<file path="config.mk">
export PLATFORM = sky130hd
export DESIGN_NAME = cxu_l2_requester
export DESIGN_NICKNAME = d
export VERILOG_FILES = /design/src/rtl/cxu_pkg.sv /design/src/rtl/cxu_rob.sv /design/src/rtl/cxu_l2_requester.sv
export SDC_FILE = /design/constraint.sdc
export NUM_CORES = 1
export LEC_CHECK = 0
export CORE_MARGIN = 10
export CORE_UTILIZATION = 51
export CTS_BUF_LIST = sky130_fd_sc_hd__clkbuf_8
export DETAILED_ROUTE_END_ITERATION = 7
export PLACE_DENSITY = 0.92
export SLEW_MARGIN = 20
export SYNTH_ARGS = -nofsm -noshare
export SYNTH_HDL_FRONTEND = slang
export SYNTH_HIERARCHICAL = 1
export SYNTH_SLANG_ARGS = --single-unit
</file>
<file path="constraint.sdc">
create_clock -name clk -period 7.39 [get_ports clk]
set_input_delay 1.8475 -clock clk [delete_from_list [all_inputs] [get_ports clk]]
set_output_delay 1.8475 -clock clk [all_outputs]
set_load 0.005 [all_outputs]
</file>
<file path="src/rtl/cxu_pkg.sv">
// Shared CXU-L2 types: status codes, function ids, request tags and ROB depth.
package cxu_pkg;

  localparam int CFID_W    = 10;
  localparam int REQ_ID_W  = 2;
  localparam int ROB_DEPTH = 2 ** REQ_ID_W;

  typedef logic [CFID_W-1:0]   cfid_t;
  typedef logic [REQ_ID_W-1:0] cxu_req_id_t;

  typedef enum logic [1:0] {
    CXU_OK        = 2'd0,
    CXU_ERR_FUNC  = 2'd1,
    CXU_ERR_STATE = 2'd2,
    CXU_ERR_OTHER = 2'd3
  } cxu_status_t;

endpackage

</file>
<file path="src/rtl/cxu_rob.sv">
// Reorder buffer: one slot per request tag, allocated at issue, filled by
// out-of-order responses and retired strictly from the head.
module cxu_rob
  import cxu_pkg::*;
#(
  parameter int DATA_W = 32,
  parameter int ID_W   = 2
) (
  input  logic              clk,
  input  logic              rst_n,
  input  logic              alloc_i,
  input  logic              retire_i,
  input  logic              wr_en_i,
  input  logic [ID_W-1:0]   wr_id_i,
  input  cxu_status_t       wr_status_i,
  input  logic [DATA_W-1:0] wr_data_i,
  output logic [ID_W-1:0]   tail_o,
  output logic [ID_W:0]     count_o,
  output logic              full_o,
  output logic [(2**ID_W)-1:0] pending_o,
  output logic [(2**ID_W)-1:0] done_o,
  output logic              head_done_o,
  output cxu_status_t       head_status_o,
  output logic [DATA_W-1:0] head_data_o
);

  localparam int DEPTH = 2 ** ID_W;

  logic [ID_W-1:0]   head_q, tail_q;
  logic [ID_W:0]     count_q, count_d;
  logic [DEPTH-1:0]  pending_q, done_q;
  cxu_status_t       status_q [DEPTH];
  logic [DATA_W-1:0] data_q   [DEPTH];

  // Occupancy: simultaneous alloc and retire leave the count unchanged.
  always_comb begin
    count_d = count_q;
    if (alloc_i && !retire_i)      count_d = count_q + 1'b1;
    else if (!alloc_i && retire_i) count_d = count_q - 1'b1;
  end

  // Slot storage, pending/done flags and head/tail pointers.
  always_ff @(posedge clk or negedge rst_n) begin
    if (!rst_n) begin
      head_q    <= '0;
      tail_q    <= '0;
      count_q   <= '0;
      pending_q <= '0;
      done_q    <= '0;
      for (int i = 0; i < DEPTH; i++) begin
        status_q[i] <= CXU_OK;
        data_q[i]   <= '0;
      end
    end else begin
      count_q <= count_d;
      if (alloc_i) begin
        pending_q[tail_q] <= 1'b1;
        tail_q            <= tail_q + 1'b1;
      end
      if (wr_en_i) begin
        done_q[wr_id_i]   <= 1'b1;
        status_q[wr_id_i] <= wr_status_i;
        data_q[wr_id_i]   <= wr_data_i;
      end
      if (retire_i) begin
        pending_q[head_q] <= 1'b0;
        done_q[head_q]    <= 1'b0;
        head_q            <= head_q + 1'b1;
      end
    end
  end

  assign tail_o        = tail_q;
  assign count_o       = count_q;
  assign full_o        = (count_q == DEPTH[ID_W:0]);
  assign pending_o     = pending_q;
  assign done_o        = done_q;
  assign head_done_o   = done_q[head_q];
  assign head_status_o = status_q[head_q];
  assign head_data_o   = data_q[head_q];

endmodule

</file>
<file path="src/rtl/cxu_l2_requester.sv">
// CXU-L2 requester: tags core commands, issues them downstream and returns
// results to the core in issue order through the ROB.
module cxu_l2_requester
  import cxu_pkg::*;
#(
  parameter int N_CXUS    = 3,
  parameter int N_STATES  = 1,
  parameter int FUNC_ID_W = 10,
  parameter int DATA_W    = 32,
  parameter int REQ_ID_W  = cxu_pkg::REQ_ID_W,
  localparam int CXU_ID_W   = $clog2(N_CXUS),
  localparam int STATE_ID_W = (N_STATES > 1) ? $clog2(N_STATES) : 1
) (
  input  logic                  clk,
  input  logic                  rst_n,
  input  logic                  cmd_valid,
  output logic                  cmd_ready,
  input  logic [CXU_ID_W-1:0]   cmd_cxu,
  input  logic [STATE_ID_W-1:0] cmd_state,
  input  logic [FUNC_ID_W-1:0]  cmd_func,
  input  logic [DATA_W-1:0]     cmd_data0,
  input  logic [DATA_W-1:0]     cmd_data1,
  output logic                  req_valid,
  input  logic                  req_ready,
  output logic [REQ_ID_W-1:0]   req_id,
  output logic [CXU_ID_W-1:0]   req_cxu,
  output logic [STATE_ID_W-1:0] req_state,
  output logic [FUNC_ID_W-1:0]  req_func,
  output logic [DATA_W-1:0]     req_data0,
  output logic [DATA_W-1:0]     req_data1,
  input  logic                  resp_valid,
  output logic                  resp_ready,
  input  logic [REQ_ID_W-1:0]   resp_id,
  input  cxu_status_t           resp_status,
  input  logic [DATA_W-1:0]     resp_data,
  output logic                  rsp_valid,
  input  logic                  rsp_ready,
  output cxu_status_t           rsp_status,
  output logic [DATA_W-1:0]     rsp_data,
  output logic [REQ_ID_W:0]     outstanding,
  output logic                  err_proto
);

  localparam int DEPTH = 2 ** REQ_ID_W;

  logic                full;
  logic                fire;
  logic                retire;
  logic                resp_legal;
  logic [REQ_ID_W-1:0] tail;
  logic [DEPTH-1:0]    pending, done;
  logic                err_proto_q, err_proto_d;

  assign req_valid = cmd_valid & ~full;
  assign cmd_ready = req_ready & ~full;
  assign fire      = req_valid & req_ready;
  assign req_id    = tail;
  assign req_cxu   = cmd_cxu;
  assign req_state = cmd_state;
  assign req_func  = cmd_func;
  assign req_data0 = cmd_data0;
  assign req_data1 = cmd_data1;

  // Slots are reserved at issue, so responses never need to be stalled.
  assign resp_ready = 1'b1;
  assign resp_legal = resp_valid & pending[resp_id] & ~done[resp_id];
  assign retire     = rsp_valid & rsp_ready;

  // Any response to an idle or already-completed slot latches the error flag.
  always_comb begin
    err_proto_d = err_proto_q;
    if (resp_valid && !resp_legal) err_proto_d = 1'b1;
  end

  // Sticky protocol-error register.
  always_ff @(posedge clk or negedge rst_n) begin
    if (!rst_n) err_proto_q <= 1'b0;
    else        err_proto_q <= err_proto_d;
  end

  assign err_proto = err_proto_q;

  cxu_rob #(
    .DATA_W (DATA_W),
    .ID_W   (REQ_ID_W)
  ) u_rob (
    .clk           (clk),
    .rst_n         (rst_n),
    .alloc_i       (fire),
    .retire_i      (retire),
    .wr_en_i       (resp_legal),
    .wr_id_i       (resp_id),
    .wr_status_i   (resp_status),
    .wr_data_i     (resp_data),
    .tail_o        (tail),
    .count_o       (outstanding),
    .full_o        (full),
    .pending_o     (pending),
    .done_o        (done),
    .head_done_o   (rsp_valid),
    .head_status_o (rsp_status),
    .head_data_o   (rsp_data)
  );

endmodule

</file>
==> run metrics <==
result of the run=complete, no violations; cell at the root of the clock tree=sky130_fd_sc_hd__clkbuf_8; H-tree levels=4; synthesized area=7310 sq um; clock latency on the worst-skew pair=0.44 ns; busiest grt layer=met2; Synth cell types=32; Fmax achieved=204 MHz; buffers inserted by post-CTS timing repair=0; count of warnings emitted by yosys=6; cell total after placement=651; die extent in y=140 um; number of synthesized flops with an enable pin=0; final net count=619; CTS tree=done; count of port buffers added during placement=84; core area=14000 sq um; top flip-flop cell by instance count after synthesis=sky130_fd_sc_hd__dfrtp_1; Setup Total Neg Slack=0 ns; critical path's top delay family=buffers and inverters; GRT Resource Usage Total=0.159; maximum ir drop on the vdd rail=0.167 mV; register bit total from synthesis=152; Post-synth ARST share=1.00; clock net sink count=152; reported leakage power=3.50 nW; arrival time of the worst setup path=3.05 ns; RD Place Congestion=0.759; initial antenna violation count=0; max-cap violation count=0; most frequent cell on the critical path=sky130_fd_sc_hd__clkdlybuf4s50_1; Total Routed Length=15500 um; type of destination of the critical path=output port; post-detailed-route DRC marker count=0; number of top-level pins=240; fraction of layout instances using a drive strength above 1=0.422; buffers plus inverters on the worst setup path=2; global-route met1 utilization=0.160; Crit Path Max Fanout=2; DRC violation total after the first TritonRoute iteration=124; crit path cell chain=clkdlybuf4s50_1 > nor2b_1 > clkdlybuf4s50_1; wire length of the first global-routing pass=24500 um; global-route track usage on met2=0.284; Initial DRT Pass Iterations=4; antenna violation net count after detailed routing=0; Slew headroom=0.295; Routed wire per std cell=22.7 um; final setup violating endpoints=0; Startpoint Class=input pin; Post-Synthesis Net Count=612; crit share post-route=0.662; shortest clock period the worst path allows after layout=4.89 ns; pins over their slew limit=0; post-synthesis average cell area=15.1 sq um; required arrival time at the worst endpoint=5.54 ns; met3 layer usage reported by global route=0.0412; final hold vios=0; max incr delay on CP=0.54 ns; hold_buf cts=0; Mapped Cells=483; via count of the first global-routing pass=4557; full die area=19500 sq um; Worst Hold Class=reg -> reg; maximum number of pins on one net before global-route repair=90; skew final=0.00898 ns; crit path max-delay cell type=sky130_fd_sc_hd__clkdlybuf4s50_1; Clk pin slew, worst setup/hold paths=0.07 ns; Setup Crit Path Kind=in -> out; Detailed Place HPWL=10100 um; unrepaired setup endpoints after global routing=false; average via count per standard cell=5.70; Layout Area Growth over Synthesis=11.3%; number of diodes=0; total grt overflow=0; sequential area share after synthesis=0.520; pwr dens=451 nW/um^2; post-route non-filler standard cell count=682; slew of the pin with the lowest slew margin=1.06 ns; vias after detailed routing=3884; number of buffers between clock root and the deepest sink=2; number of buffers inserted during clock tree synthesis=17; number of gates given a new drive strength after cts=0; die width=140 um; worst hold slack=0.489 ns; number of rows in the core area=43; initial cell density of the core=0.523
==> cells in the final DEF (no fill, tap or decap), types with 2 or more instances in the layout <==
master and n:
sky130_fd_sc_hd__a21oi_1 10, sky130_fd_sc_hd__a22oi_1 2, sky130_fd_sc_hd__and2_1 2, sky130_fd_sc_hd__buf_4 3, sky130_fd_sc_hd__buf_6 2, sky130_fd_sc_hd__bufinv_16 4, sky130_fd_sc_hd__clkbuf_8 18, sky130_fd_sc_hd__clkdlybuf4s50_1 83
sky130_fd_sc_hd__clkinv_2 4, sky130_fd_sc_hd__clkinvlp_4 4, sky130_fd_sc_hd__dfrtp_1 151, sky130_fd_sc_hd__ha_1 9, sky130_fd_sc_hd__inv_1 8, sky130_fd_sc_hd__mux2_1 2, sky130_fd_sc_hd__mux2_2 135, sky130_fd_sc_hd__mux4_2 35
sky130_fd_sc_hd__nand2_1 2, sky130_fd_sc_hd__nand3b_4 2, sky130_fd_sc_hd__nor2_1 2, sky130_fd_sc_hd__nor2b_1 3, sky130_fd_sc_hd__o21ai_0 2, sky130_fd_sc_hd__xor2_1 4
==> metal layers <==
layer  wire [um]  vias to the layer above
met5           0                        -
met4         784                        0
met3         839                       88
met2        8260                       80
met1        5610                     2053
li1            -                     1663
==> worst reg2reg max path, cell delays in order (launching register included) <==
cell and delay (ns):
sky130_fd_sc_hd__dfrtp_1 1.04, sky130_fd_sc_hd__buf_4 0.47, sky130_fd_sc_hd__mux4_2 0.59, sky130_fd_sc_hd__and2_1 0.31, sky130_fd_sc_hd__inv_1 0.10, sky130_fd_sc_hd__ha_1 0.18, sky130_fd_sc_hd__inv_1 0.07, sky130_fd_sc_hd__fa_1 0.38
sky130_fd_sc_hd__xor2_1 0.15, sky130_fd_sc_hd__nor2_1 0.11, sky130_fd_sc_hd__xor2_1 0.16
==> worst paths after layout <==
path                                          startpoint                            end  slack [ns]  cells past startpoint
max                                            req_ready                      cmd_ready        2.50                      3
min                        u_rob/data_q[103]$_DFFE_PN0P_  u_rob/data_q[103]$_DFFE_PN0P_        0.49                      1
max reg2reg                  u_rob/head_q[1]$_DFFE_PN0P_   u_rob/count_o[2]$_DFFE_PN0P_        3.76                     10
min reg2reg                u_rob/data_q[103]$_DFFE_PN0P_  u_rob/data_q[103]$_DFFE_PN0P_        0.49                      1
max in group asynchronous                          rst_n    u_rob/data_q[3]$_DFFE_PN0P_        4.83                      2
min in group asynchronous                          rst_n  u_rob/data_q[122]$_DFFE_PN0P_        1.37                      1
==> metrics by stage <==
stage               cell area [sq um]  power, W  setup slack, ns   util
floorplan                        7310   0.00236             3.54      -
global placement                 7690   0.00294             2.43  0.550
detailed placement               7690   0.00304             2.33  0.550
CTS                              8120   0.00372             2.48  0.580
global route                     8140   0.00389             2.40  0.582
finish                           8140   0.00367             2.50  0.582
==> report_power, final <==
| group | internal, W | total, W | switching, W |
|---|---|---|---|
| registers | 0.00125 | 0.00150 | 0.000250 |
| logic | 0.000994 | 0.00150 | 0.000511 |
| clock network | 0.000372 | 0.000670 | 0.000298 |
==> synthesized netlist by cell type (2+ instances only) <==
cell	count	share of area
sky130_fd_sc_hd__a21oi_1	10	0.0068
sky130_fd_sc_hd__inv_1	8	0.0041
sky130_fd_sc_hd__dfrtp_1	152	0.52
sky130_fd_sc_hd__buf_6	3	0.0046
sky130_fd_sc_hd__a22oi_1	2	0.0021
sky130_fd_sc_hd__nor2_1	2	0.0010
sky130_fd_sc_hd__and2_1	2	0.0017
sky130_fd_sc_hd__buf_2	13	0.0089
sky130_fd_sc_hd__clkbuf_1	3	0.0015
sky130_fd_sc_hd__ha_1	9	0.015
sky130_fd_sc_hd__nand3b_2	2	0.0031
sky130_fd_sc_hd__nand2_1	2	0.0010
sky130_fd_sc_hd__mux4_2	35	0.11
sky130_fd_sc_hd__nor2b_1	3	0.0026
sky130_fd_sc_hd__buf_4	81	0.083
sky130_fd_sc_hd__xor2_1	4	0.0048
sky130_fd_sc_hd__mux2_1	2	0.0031
sky130_fd_sc_hd__o21ai_0	2	0.0014
sky130_fd_sc_hd__mux2_2	135	0.21
==> state kept, by name, summed over array words and instances (netlist names) <==
| name | flops |
|---|---|
| u_rob/done_o | 4 |
| err_proto | 1 |
| u_rob/pending_o | 4 |
| u_rob/tail_o | 2 |
| u_rob/head_q | 2 |
| u_rob/status_q | 8 |
| u_rob/data_q | 128 |
| u_rob/count_o | 3 |
==> area by class of cell <==
cell class,count,area (sq um)
well taps,180,225
multi-input cells,223,2780
inverters,8,30.0
fillers,1072,5850
clock buffers,18,248
flip-flops and latches,152,3800
repair buffers,88,876
clock inverters,13,179
==> cells by family (layout without fill, tap and decap cells) <==
group | count (synthesis) | count (layout) | share of synthesized area
DFF | 152 | 152 | 0.520
buffers and inverters | 108 | 127 | 0.102
and+or+nand+nor | 19 | 19 | 0.0217
muxes | 172 | 172 | 0.319
AOI/OAI and AO/OA | 16 | 16 | 0.0122
adders and majority gates | 10 | 10 | 0.0181
other | 1 | 1 | 0.000513
xor gates and xnor gates | 5 | 5 | 0.00599
Note: power is estimated with default switching activity, not from simulation.
==> patch (same flow settings) <==
Change the parameter `FUNC_ID_W` from 10 to 8.
--- a/src/rtl/cxu_l2_requester.sv
+++ b/src/rtl/cxu_l2_requester.sv
@@ -7,3 +7,3 @@
   parameter int N_STATES  = 1,
-  parameter int FUNC_ID_W = 10,
+  parameter int FUNC_ID_W = 8,
   parameter int DATA_W    = 32,
Ports: changed (resized cmd_func and req_func); port bits go from 240 to 236. The function was not compared with the original's and may differ.
==> patch against the unedited design <==
Cell area decreased by 0.68%. Non-clock buffer count unchanged. Routed wire length barely moved. Sequential cell count stayed put. Final cell count is 0.15% higher. Register-to-register slack better by 0.34 ns. First-iteration DRC count increased by 57%. Total power decreased by 1.9%. Core utilization decreased by 0.17 points. Worst setup slack improved by 0.020 ns. Maximum frequency increased by 0.41%. Area after synthesis decreased by 0.21%.
==> patch: results (changes against the unedited design) <==
[routing]
viasPerCell = 5.66  ; was 5.70
highest_layer = met4  ; unchanged
drtPass1Iterations = 5  ; was 4
drtIter0Drc = 195  ; was 124
wl_per_cell_um = 22.7  ; about the same
wl_met1_mm = 5.78  ; was 5.61 mm
met3WireLength_mm = 1.28  ; was 839 um
dr_wl_met2_mm = 7.66  ; was 8.26 mm

[power_and_ir_drop]
power_switching_w = 0.00108  ; was 0.00106 W
p_leak_nw = 3.47  ; was 3.50 nW
ir_drop_v = 0.000272  ; was 0.000167 V

[grt]
grt_pass1_wl_mm = 24.7  ; was 24.5 mm
grt_pass1_vias = 4444  ; was 4557
grt_overflow = 0  ; unchanged
grt_usage_pct = 15.9  ; about the same
antenna_found_initial = 0  ; unchanged
grt_max_degree = 78  ; was 90

[place]
routabilityCongestion = 0.737  ; was 0.759
dp.cells = 651  ; unchanged
dpl_cell_area_um2 = 7690  ; about the same
dpl.hpwl_mm = 10.4  ; was 10.1 mm

[worst_hold_path]
holdCritPathClass = reg -> reg  ; unchanged

[cells_and_area]
final_cells = 683  ; was 682
drive_gt1_share_pct = 42.3  ; was 42.2%
nets = 617  ; was 619
fillers = 1025  ; was 1072
antenna_cells = 0  ; unchanged

[clock_tree]
cts_buffers = 17  ; unchanged
root_buffer = clkbuf_8  ; unchanged
cts_buffer_depth = 2  ; unchanged
cts_setup_buffers = 0  ; unchanged
clk_pin_slew_worst_paths_ns = 0.08

[synth]
synthTopCellsByCount = 152 x dfrtp_1, 135 x mux2_2, 79 x buf_4, 35 x mux4_2, 13 x buf_2  ; was 152 x dfrtp_1, 135 x mux2_2, 81 x buf_4, 35 x mux4_2, 13 x buf_2
synthTopCellsByArea = dfrtp_1 52%, mux2_2 21%, mux4_2 11%  ; unchanged
avgSynthCellArea_um2 = 15.2  ; was 15.1 um^2
synth_cell_types = 32  ; unchanged
synth_nets = 608  ; was 612
seq_area_frac_synth_pct = 52.1  ; was 52.0%
yosys_warnings = 6  ; unchanged

[outcome]
outcome = complete, no violations  ; unchanged

[critical_path]
crit_arrival_ns = 3.03  ; was 3.05 ns

[timing]
clock_skew_ns = 0.0114  ; was 0.00898 ns
slew_headroom_pct = 31.6  ; was 29.5%

patch: cell types whose count changed after synthesis, sizes merged:
cell,before,now
buf,97,95
patch: final cells by class:
cell class	count	area, um^2	area share, %
Clock buffer	19	262	3.23
Clock inverter	13	121	1.50
Inverter	8	30.0	0.371
Multi-Input combinational cell	223	2770	34.2
Sequential cell	152	3810	47.1
Tap cell	180	225	2.79
Timing Repair Buffer	88	872	10.8
patch: kinds of logic (layout without fill, tap and decap cells):
group	Yosys count	in the layout	share of synthesized area, %
xor+xnor	5	5	0.600
other cells	1	1	0.0514
compound gates	16	16	1.22
flops	152	152	52.1
fa+ha+maj	10	10	1.82
mux	172	172	31.9
buf+inv	106	128	10.0
simple gates	19	19	2.18
patch: routing by layer:
| layer | track usage (%) | up-vias |
|---|---|---|
| li1 | - | 1671 |
| met1 | 17.3 | 1989 |
| met2 | 25.8 | 128 |
| met3 | 5.92 | 76 |
| met4 | 10.1 | 0 |
| met5 | 0.524 | - |
patch: critical path, cell delays in order:
cell and delay, ns:
clkdlybuf4s50_1 0.45, nor2b_1 0.19, clkdlybuf4s50_1 0.54
patch: power by group through the flow:
stage	clock, W	combinational (W)	sequential, W
finish	0.000605	0.00149	0.00151
global route	0.000657	0.00162	0.00156
CTS	0.000621	0.00152	0.00151
detailed placement	0	0.00151	0.00153
global placement	0	0.00146	0.00148
floorplan	0	0.000959	0.00140
patch: path summary, 6_finish.rpt:
path	from	to	slack [ns]	depth (start not counted)
min in group asynchronous	rst_n	u_rob/data_q[37]$_DFFE_PN0P_	1.39	1
hold reg to reg	err_proto$_DFFE_PN0P_	err_proto$_DFFE_PN0P_	0.46	1
setup / recovery	req_ready	cmd_ready	2.52	3
max in group asynchronous	rst_n	u_rob/head_q[0]$_DFFE_PN0P_	4.53	2
setup reg to reg	u_rob/head_q[1]$_DFFE_PN0P_	u_rob/count_o[2]$_DFFE_PN0P_	4.10	9
hold / removal	err_proto$_DFFE_PN0P_	err_proto$_DFFE_PN0P_	0.46	1
patch: through the flow:
| stage | setup WS, ns | total power (W) | util (%) |
|---|---|---|---|
| floorplan | 3.54 | 0.00236 | - |
| detailed placement | 2.38 | 0.00304 | 55.2 |
| finish | 2.52 | 0.00360 | 58.0 |
| global route | 2.41 | 0.00384 | 58.0 |
| global placement | 2.43 | 0.00295 | 55.2 |
| CTS | 2.46 | 0.00366 | 58.0 |
